--- src/rtl/if_id_stage_pkg.sv ---
// Shared definitions for the pipeline-register family: occupancy state
// encoding of the 2-entry elastic buffer and the default bubble instruction.
package if_id_stage_pkg;

   typedef enum logic [1:0] {
      EMPTY = 2'd0,
      ONE   = 2'd1,
      TWO   = 2'd2
   } skid_state_e;

   localparam logic [31:0] NOP_INSTR_DEFAULT = 32'h0000_0000;

endpackage

--- src/rtl/if_id_stage_skid_buffer2.sv ---
// Generic 2-entry elastic buffer with flush; in_ready is registered so the
// upstream ready path is cut, the second entry absorbs the in-flight push.
module skid_buffer2
   import if_id_stage_pkg::*;
#(
   parameter int WIDTH = 64
) (
   input  logic             clk,
   input  logic             reset,
   input  logic             flush,
   input  logic             in_valid,
   output logic             in_ready,
   input  logic [WIDTH-1:0] in_data,
   output logic             out_valid,
   input  logic             out_ready,
   output logic [WIDTH-1:0] out_data
);

   skid_state_e      r_state;
   logic [WIDTH-1:0] r_main;
   logic [WIDTH-1:0] r_skid;
   logic             r_valid;
   logic             r_in_ready;
   logic             w_push;
   logic             w_pop;

   // Ready is held low for as long as reset is asserted, then reflects the
   // registered "next state is not TWO" value.
   assign in_ready  = r_in_ready & ~reset;
   assign out_valid = r_valid;
   assign out_data  = r_main;
   assign w_push    = in_valid & in_ready;
   assign w_pop     = r_valid & out_ready;

   // Occupancy FSM with main/skid storage and registered ready.
   always_ff @(posedge clk) begin
      if (reset) begin
         r_state    <= EMPTY;
         r_main     <= '0;
         r_skid     <= '0;
         r_valid    <= 1'b0;
         r_in_ready <= 1'b1;
      end else if (flush) begin
         r_state    <= EMPTY;
         r_main     <= '0;
         r_skid     <= '0;
         r_valid    <= 1'b0;
         r_in_ready <= 1'b1;
      end else begin
         case (r_state)
            EMPTY: begin
               if (w_push) begin
                  r_state <= ONE;
                  r_main  <= in_data;
                  r_valid <= 1'b1;
               end
            end
            ONE: begin
               if (w_push && w_pop) begin
                  r_main <= in_data;
               end else if (w_push) begin
                  r_state    <= TWO;
                  r_skid     <= in_data;
                  r_in_ready <= 1'b0;
               end else if (w_pop) begin
                  r_state <= EMPTY;
                  r_valid <= 1'b0;
               end
            end
            TWO: begin
               if (w_pop) begin
                  r_state    <= ONE;
                  r_main     <= r_skid;
                  r_in_ready <= 1'b1;
               end
            end
            default: begin
               r_state    <= EMPTY;
               r_main     <= '0;
               r_skid     <= '0;
               r_valid    <= 1'b0;
               r_in_ready <= 1'b1;
            end
         endcase
      end
   end

endmodule

--- src/rtl/if_id_stage.sv ---
// IF/ID pipeline register: elastic 2-entry buffer between fetch and decode,
// with hazard stall gating, bubble substitution and a debug stall counter.
module if_id_stage
   import if_id_stage_pkg::*;
#(
   parameter int                 INSTR_W   = 32,
   parameter int                 PC_W      = 32,
   parameter logic [INSTR_W-1:0] NOP_INSTR = INSTR_W'(NOP_INSTR_DEFAULT),
   parameter int                 CNT_W     = 16
) (
   input  logic               clk,
   input  logic               reset,
   input  logic               flush,
   input  logic               stall,
   input  logic               in_valid,
   output logic               in_ready,
   input  logic [INSTR_W-1:0] instruccion_in,
   input  logic [PC_W-1:0]    pc4_in,
   output logic               out_valid,
   input  logic               out_ready,
   output logic [INSTR_W-1:0] instruccion_out,
   output logic [PC_W-1:0]    pc4_out,
   output logic [CNT_W-1:0]   stall_cnt
);

   localparam int W = INSTR_W + PC_W;

   logic             w_valid;
   logic             w_take;
   logic [W-1:0]     w_head;
   logic [CNT_W-1:0] r_stall_cnt;

   // Decode only consumes when the hazard unit is not holding the stage.
   assign w_take = out_ready & ~stall;

   skid_buffer2 #(
      .WIDTH (W)
   ) u_skid (
      .clk       (clk),
      .reset     (reset),
      .flush     (flush),
      .in_valid  (in_valid),
      .in_ready  (in_ready),
      .in_data   ({instruccion_in, pc4_in}),
      .out_valid (w_valid),
      .out_ready (w_take),
      .out_data  (w_head)
   );

   assign out_valid       = w_valid;
   assign instruccion_out = w_valid ? w_head[W-1:PC_W] : NOP_INSTR;
   assign pc4_out         = w_valid ? w_head[PC_W-1:0] : '0;
   assign stall_cnt       = r_stall_cnt;

   // Saturating count of cycles where a valid head was held back.
   always_ff @(posedge clk) begin
      if (reset) begin
         r_stall_cnt <= '0;
      end else if (w_valid && (stall || !out_ready) && !(&r_stall_cnt)) begin
         r_stall_cnt <= r_stall_cnt + CNT_W'(1);
      end
   end

endmodule
--- config.mk ---
export PLATFORM = sky130hd
export DESIGN_NAME = if_id_stage
export DESIGN_NICKNAME = d
export VERILOG_FILES = /design/src/rtl/if_id_stage_pkg.sv /design/src/rtl/if_id_stage_skid_buffer2.sv /design/src/rtl/if_id_stage.sv
export SDC_FILE = /design/constraint.sdc
export NUM_CORES = 1
export LEC_CHECK = 0
export CORE_ASPECT_RATIO = 0.7
export CORE_MARGIN = 3
export CORE_UTILIZATION = 55
export DETAILED_ROUTE_END_ITERATION = 7
export GPL_ROUTABILITY_DRIVEN = 0
export PLACE_DENSITY = 0.93
export SLEW_MARGIN = 10
export SYNTH_ARGS = -nofsm -noshare
export SYNTH_HDL_FRONTEND = slang
export SYNTH_SLANG_ARGS = --single-unit
--- constraint.sdc ---
create_clock -name clk -period 3.65 [get_ports clk]
set_input_delay 0.365 -clock clk [delete_from_list [all_inputs] [get_ports clk]]
set_output_delay 0.365 -clock clk [all_outputs]
set_load 0.03 [all_outputs]
# --- Word level (Yosys, flattened, before mapping) ---
# Cells that the tools add are included.
word_totals:
  reg_bits: 148
  output_inout_bits: 82
  input_bits: 70
  word_cells: 64
classes:
  n_addsub: 1
  bitwise_logic: 9
  eq_ne: 10
  n_reduce_logical: 15
  muxes: 23
ops:
  columns: ["op", "count"]
  rows:
  - ["$mux 64", 4]
  - ["$pmux 64 s3", 1]
  - ["$pmux 64 s2", 1]
  - ["$mux 32", 2]
  - ["$add 16x1->16 const B", 1]
  - ["$reduce_and 16->1", 1]
  - ["$mux 2", 5]
  - ["$ne 2x1->1 const B", 5]
  - ["$reduce_and 4->1", 2]
  - ["$mux 1", 7]
  - ["$pmux 1 s3", 2]
  - ["$pmux 2 s3", 1]
  - ["$reduce_and 3->1", 2]
  - ["$not 1->1", 5]
  - ["$reduce_and 5->1", 1]
  - ["$and 1x1->1", 4]
  - ["$ne 2x2->1 const B", 2]
  - ["$reduce_or 2->1", 2]
  - ["$logic_and 1x1->1", 3]
  - ["$ne 3x1->1 const B", 1]
  - ["$eq 2x1->1 const B", 1]
  - ["$eq 2x2->1 const B", 1]
  - ["$logic_not 1->1", 2]
  - ["$logic_not 2->1", 1]
  - ["$logic_or 1x1->1", 1]

# --- Longest topological paths before layout ---
logic_depth:
  depth_word: 7
  mapped_depth: 8
  depth_no_buf: 5

# --- Hierarchy ---
# Synthesis repeated with hierarchy kept, for this count alone.
unflattened:
  hier_cells: 1063
  hier_area_um2: 8682.1
by_module_without_submodules:
  columns: ["module", "cells_each", "area_per_inst_um2", "n_inst"]
  rows:
  - ["skid_buffer2", 890, 7383.3, 1]
  - ["if_id_stage", 173, 1298.7, 1]

# --- Worst setup path before layout ---
# OpenSTA, ideal clock, no wires.
synth_timing:
  kind: "flip-flop to output port"
  startpoint: "register u_skid.r_valid (netlist: u_skid.out_valid)"
  endpoint: "output port instruccion_out[10]"
  required_ns: 3.285
  setup_slack_ns: 1.694
  t_arrival_ns: 1.591
  stages_incl_launch_ff: 5
  path_cell_list: "dfxtp_1 > buf_2 > clkbuf_1 > clkbuf_1 > and2_1"
synth_via:
  elab_chain_len: 1
synth_rtl:
  columns: ["item", "line", "source"]
  rows:
  - ["from (decl)", "if_id_stage_skid_buffer2.sv:22", "logic r_valid;"]
  - ["from (signal assigned)", "if_id_stage_skid_buffer2.sv:41", "r_valid <= 1'b0;"]
  - ["from (signal assigned)", "if_id_stage_skid_buffer2.sv:47", "r_valid <= 1'b0;"]
  - ["from (signal assigned)", "if_id_stage_skid_buffer2.sv:55", "r_valid <= 1'b1;"]
  - ["$mux 32", "if_id_stage.sv:51", "assign instruccion_out = w_valid ? w_head[W-1:PC_W] : NOP_INSTR;"]
  - ["to (decl)", "if_id_stage.sv:21", "output logic [INSTR_W-1:0] instruccion_out,"]
# No other way between the ends.

# --- Worst setup path after layout ---
layout_timing:
  startpoint: "register u_skid.r_valid (netlist: u_skid.out_valid)"
  endpoint: "output port pc4_out[2]"
layout_via:
  elab_chain_len: 1
layout_rtl:
  columns: ["item", "line", "source"]
  rows:
  - ["$mux 32", "if_id_stage.sv:52", "assign pc4_out = w_valid ? w_head[PC_W-1:0] : '0;"]
  - ["to (decl)", "if_id_stage.sv:22", "output logic [PC_W-1:0] pc4_out,"]
# No other way between the ends.

==> summary by stage <==
CTS
The post-CTS resize count is 0. The clock tree synthesis step divided the H-tree into 4 levels. The number of buffers created by CTS is 17. The clock root buffer is clkbuf_16.

TritonCTS built the clock tree. The post-CTS setup-driven buffer insertion count is 0. The clock slew seen by the registers of the worst setup and hold paths is around 0.06 ns. The buffer levels on the longest clock path is 2. The hold buffer count at CTS is 0. The latest clock arrival within the worst-skew pair is about 0.42 ns.

The number of clock sinks is 148.

Place
The cell count after placement is approximately 1,300. The number of buffers inserted by port buffering is 151. The HPWL after detailed placement is 12,400 microns.

Routing
The post-route DRC violation count is 0. The count of vias placed by the detailed router is roughly 8,000. The routed design uses 9400 microns of met2 wire. Summed over all layers, the routed wires come to 20,800 microns. The highest layer touched by signal routing is met4. The detailed router put a total of between 9000 and 10,000 microns of wire on met1. In the routed layout, each cell is associated on average with a via count of slightly above 6. In this run the remaining antenna-violating nets after routing total 0. The first-pass iteration count of the detailed router is 5. The mean routed wirelength per cell is 16.2 microns. The total met3 wirelength after detailed routing is 1800 microns. The number of DRC markers after the initial detailed-route iteration is 734.

Final layout
From synthesis to final layout, the design area changed by 27.0%. In the final design database the tool counted ~1,200 nets. The count of non-filler cells in the finished layout is ~1,300. The share of the core filled with cells is 72.4%. In the final layout, the share of cells above drive strength 1 is 5.75%.

STA
Measured against its own limit, the worst slew margin works out to 24.7%. The clock period minus worst slack is 2.74 ns. The number of slew-limit violations in the final report is 0. Summed over all failing endpoints, the final setup total negative slack is 0 ns.

Setup repair after global routing left no endpoint under its margin. The share of the clock period used by the worst path after layout is 75.0%. Between clock sinks in the finished design, the worst skew comes to between 0.008 and 0.009 ns.

For this run, the top clock speed supported by timing is 365 MHz. On the final layout, the worst hold slack is 0.472 ns. For the pin with the worst max-slew slack, the measured transition is 1.13 ns.

The final setup violation count is 0. The final count of hold timing violations is 0.

Global route
The number of antenna violations at the first check in global routing is 0. In the global route stage, overall resource usage came out at 26.5%. The sum of overflow across all layers after global routing is 0. The first-pass GRT wire length is approximately 34,000 microns.

The number of global-route vias before repair is 6,952. Entering global routing, the biggest net connects around 130 pins.

Pwr
The internal power of the cells totals 2960 uW. The sequential cell fraction of total power is between 40 and 50%. VDD sags by at most 343 uV. In this run the static leakage power is about 0.0033 uW. Summed over all nets, the switching power comes to 900 uW. The share of total power dissipated in combinational logic is 9.5%. Dividing total power by cell area gives a power density of 401 mW/mm^2. Net switching is 23.3% of the power.

The proportion of power drawn by the clock network is 47.4%. Overall power consumption after layout is estimated at 3860 uW.

Critical path
For the worst setup path, the data required time is 3.28 ns. The worst-path maximum fanout is 51. The path type of the worst setup path is reg2out. The worst setup path is launched from a flip-flop. The endpoint arrival time on the critical path is 2.37 ns. The reg2reg setup slack is 1.31 ns. The critical path endpoint category is an output pin.

Synth
The primary flip-flop cell chosen by synthesis mapping is dfxtp_1. The cell count after synthesis came out at 1,009. The number of enable flip-flop cells after synthesis is 0. The sequential-to-total area share from yosys stat is about 39%.

The cell area that synthesis handed to floorplanning was 0.00759 sq mm. For this run, the number of Yosys warnings is 0. Averaged over all synthesized cells, the footprint is 7.52 sq um. The proportion of synthesized flip-flops having asynchronous set or reset is 0%. The number of nets in the synthesized netlist is approximately 1,100. The number of library cell types mapped by synthesis is 51.

The register bit total from synthesis is 148.

Floorplanning
The floorplan step set the die width to 146 microns. The count of standard-cell rows is 35. The standard cell core area is 0.0133 sq mm. The starting density of the core is 57.0%.

152 I/O pins were placed. The floorplan step defined a die boundary enclosing 0.0153 sq mm. From bottom edge to top edge, the die measures around 100 microns.

Min path
The type of the tightest min-delay check is reg2reg.

Outcome
The run finished with clean final reports.

Flow run
The max-cap violation count is 0.
[critical path, stage by stage, from the launching register on]
cell and delay [ns]:
dfxtp_2 0.61, buf_4 0.44, and2_1 0.23, clkdlybuf4s50_1 0.68
[Yosys cell counts (4+ instances only)]
cell type    n  area (sq um)
dfxtp_1    148          2960
a21oi_1    141           706
nor3_1     130           651
nand2_1     73           274
or4_1       68           510
inv_1       65           244
and2_1      64           400
o22ai_1     64           400
clkbuf_1    59           221
o21ai_0     47           235
buf_2       41           205
o21ai_1     24           120
nor2_1       8          30.0
buf_6        7          78.8
nand3_1      6          30.0
nor2b_1      6          37.5
nand4_1      5          31.3
or3_1        5          31.3
o31ai_1      4          30.0
[final timing paths]
path | from | endpoint | depth (start not counted)
worst max-delay path | u_skid.out_valid | pc4_out[2] | 3
worst min-delay path | u_skid.r_skid[19] | u_skid.r_skid[19] | 2
worst max register to register | u_skid.out_valid | u_skid.out_data[13] | 5
worst min register to register | u_skid.r_skid[19] | u_skid.r_skid[19] | 2
[state kept, by name, indices dropped and copies added (netlist names)]
signal	cells
u_skid.out_valid	1
stall_cnt	16
u_skid.r_state	2
u_skid.r_in_ready	1
u_skid.out_data	64
u_skid.r_skid	64
[stage by stage]
step	area, sq um	setup WS (ns)
after floorplan	7590	1.69
after global placement	9030	1.05
after detailed placement	9030	0.976
after CTS	9640	0.851
after global routing	9640	0.765
final	9640	0.914
[cells in the final DEF (no fill, tap or decap), types with 6 or more instances in the layout]
master,Yosys,routed
o21ai_0,47,47
buf_4,1,12
nor2b_1,6,6
nand2_1,73,73
nor2_1,8,8
clkbuf_16,0,17
or4_1,68,68
a21oi_1,141,141
nor3_1,130,130
o21ai_1,24,24
clkdlybuf4s50_1,0,151
and2_1,64,64
o22ai_1,64,64
inv_1,65,65
dfxtp_1,148,145
nand3_1,6,6
[cell type report]
class	instances	area, sq um
multi-input combinational	684	3900
fill	1045	3670
sequential	148	2970
timing repair buffer	167	1680
clock buffer	23	458
inverter	66	249
tap	185	231
clock inverter	8	150
antenna	1	2.50
[routing by layer]
layer	global-route usage [%]	vias to the layer above
met5	0	-
met4	6.85	0
met3	6.10	34
met2	41.1	378
met1	37.3	3653
li1	-	3747
[power by group through the flow]
| stage | Clock [uW] | Sequential, uW | Combinational [uW] |
|---|---|---|---|
| 2_1_floorplan | 0 | 1690 | 228 |
| 3_3_place_gp | 0 | 1700 | 350 |
| 3_5_place_dp | 0 | 1700 | 358 |
| 4_1_cts | 1840 | 1660 | 363 |
| 5_1_grt | 1920 | 1670 | 399 |
| 6_report | 1830 | 1660 | 367 |
[logic make-up (layout without fill, tap and decap cells)]
logic type               count (synthesis)  after routing  synth area share (%)
buffers and inverters                  177            264                  10.2
adder cells (fa/ha/maj)                  1              1                 0.165
flip-flops                             148            148                  39.0
other                                    0              1                     0
AO/OA/AOI/OAI                          292            292                  21.0
multiplexers                             4              4                 0.577
AND/OR/NAND/NOR                        387            387                  29.0
No activity file was read; power rests on OpenSTA's default activity.
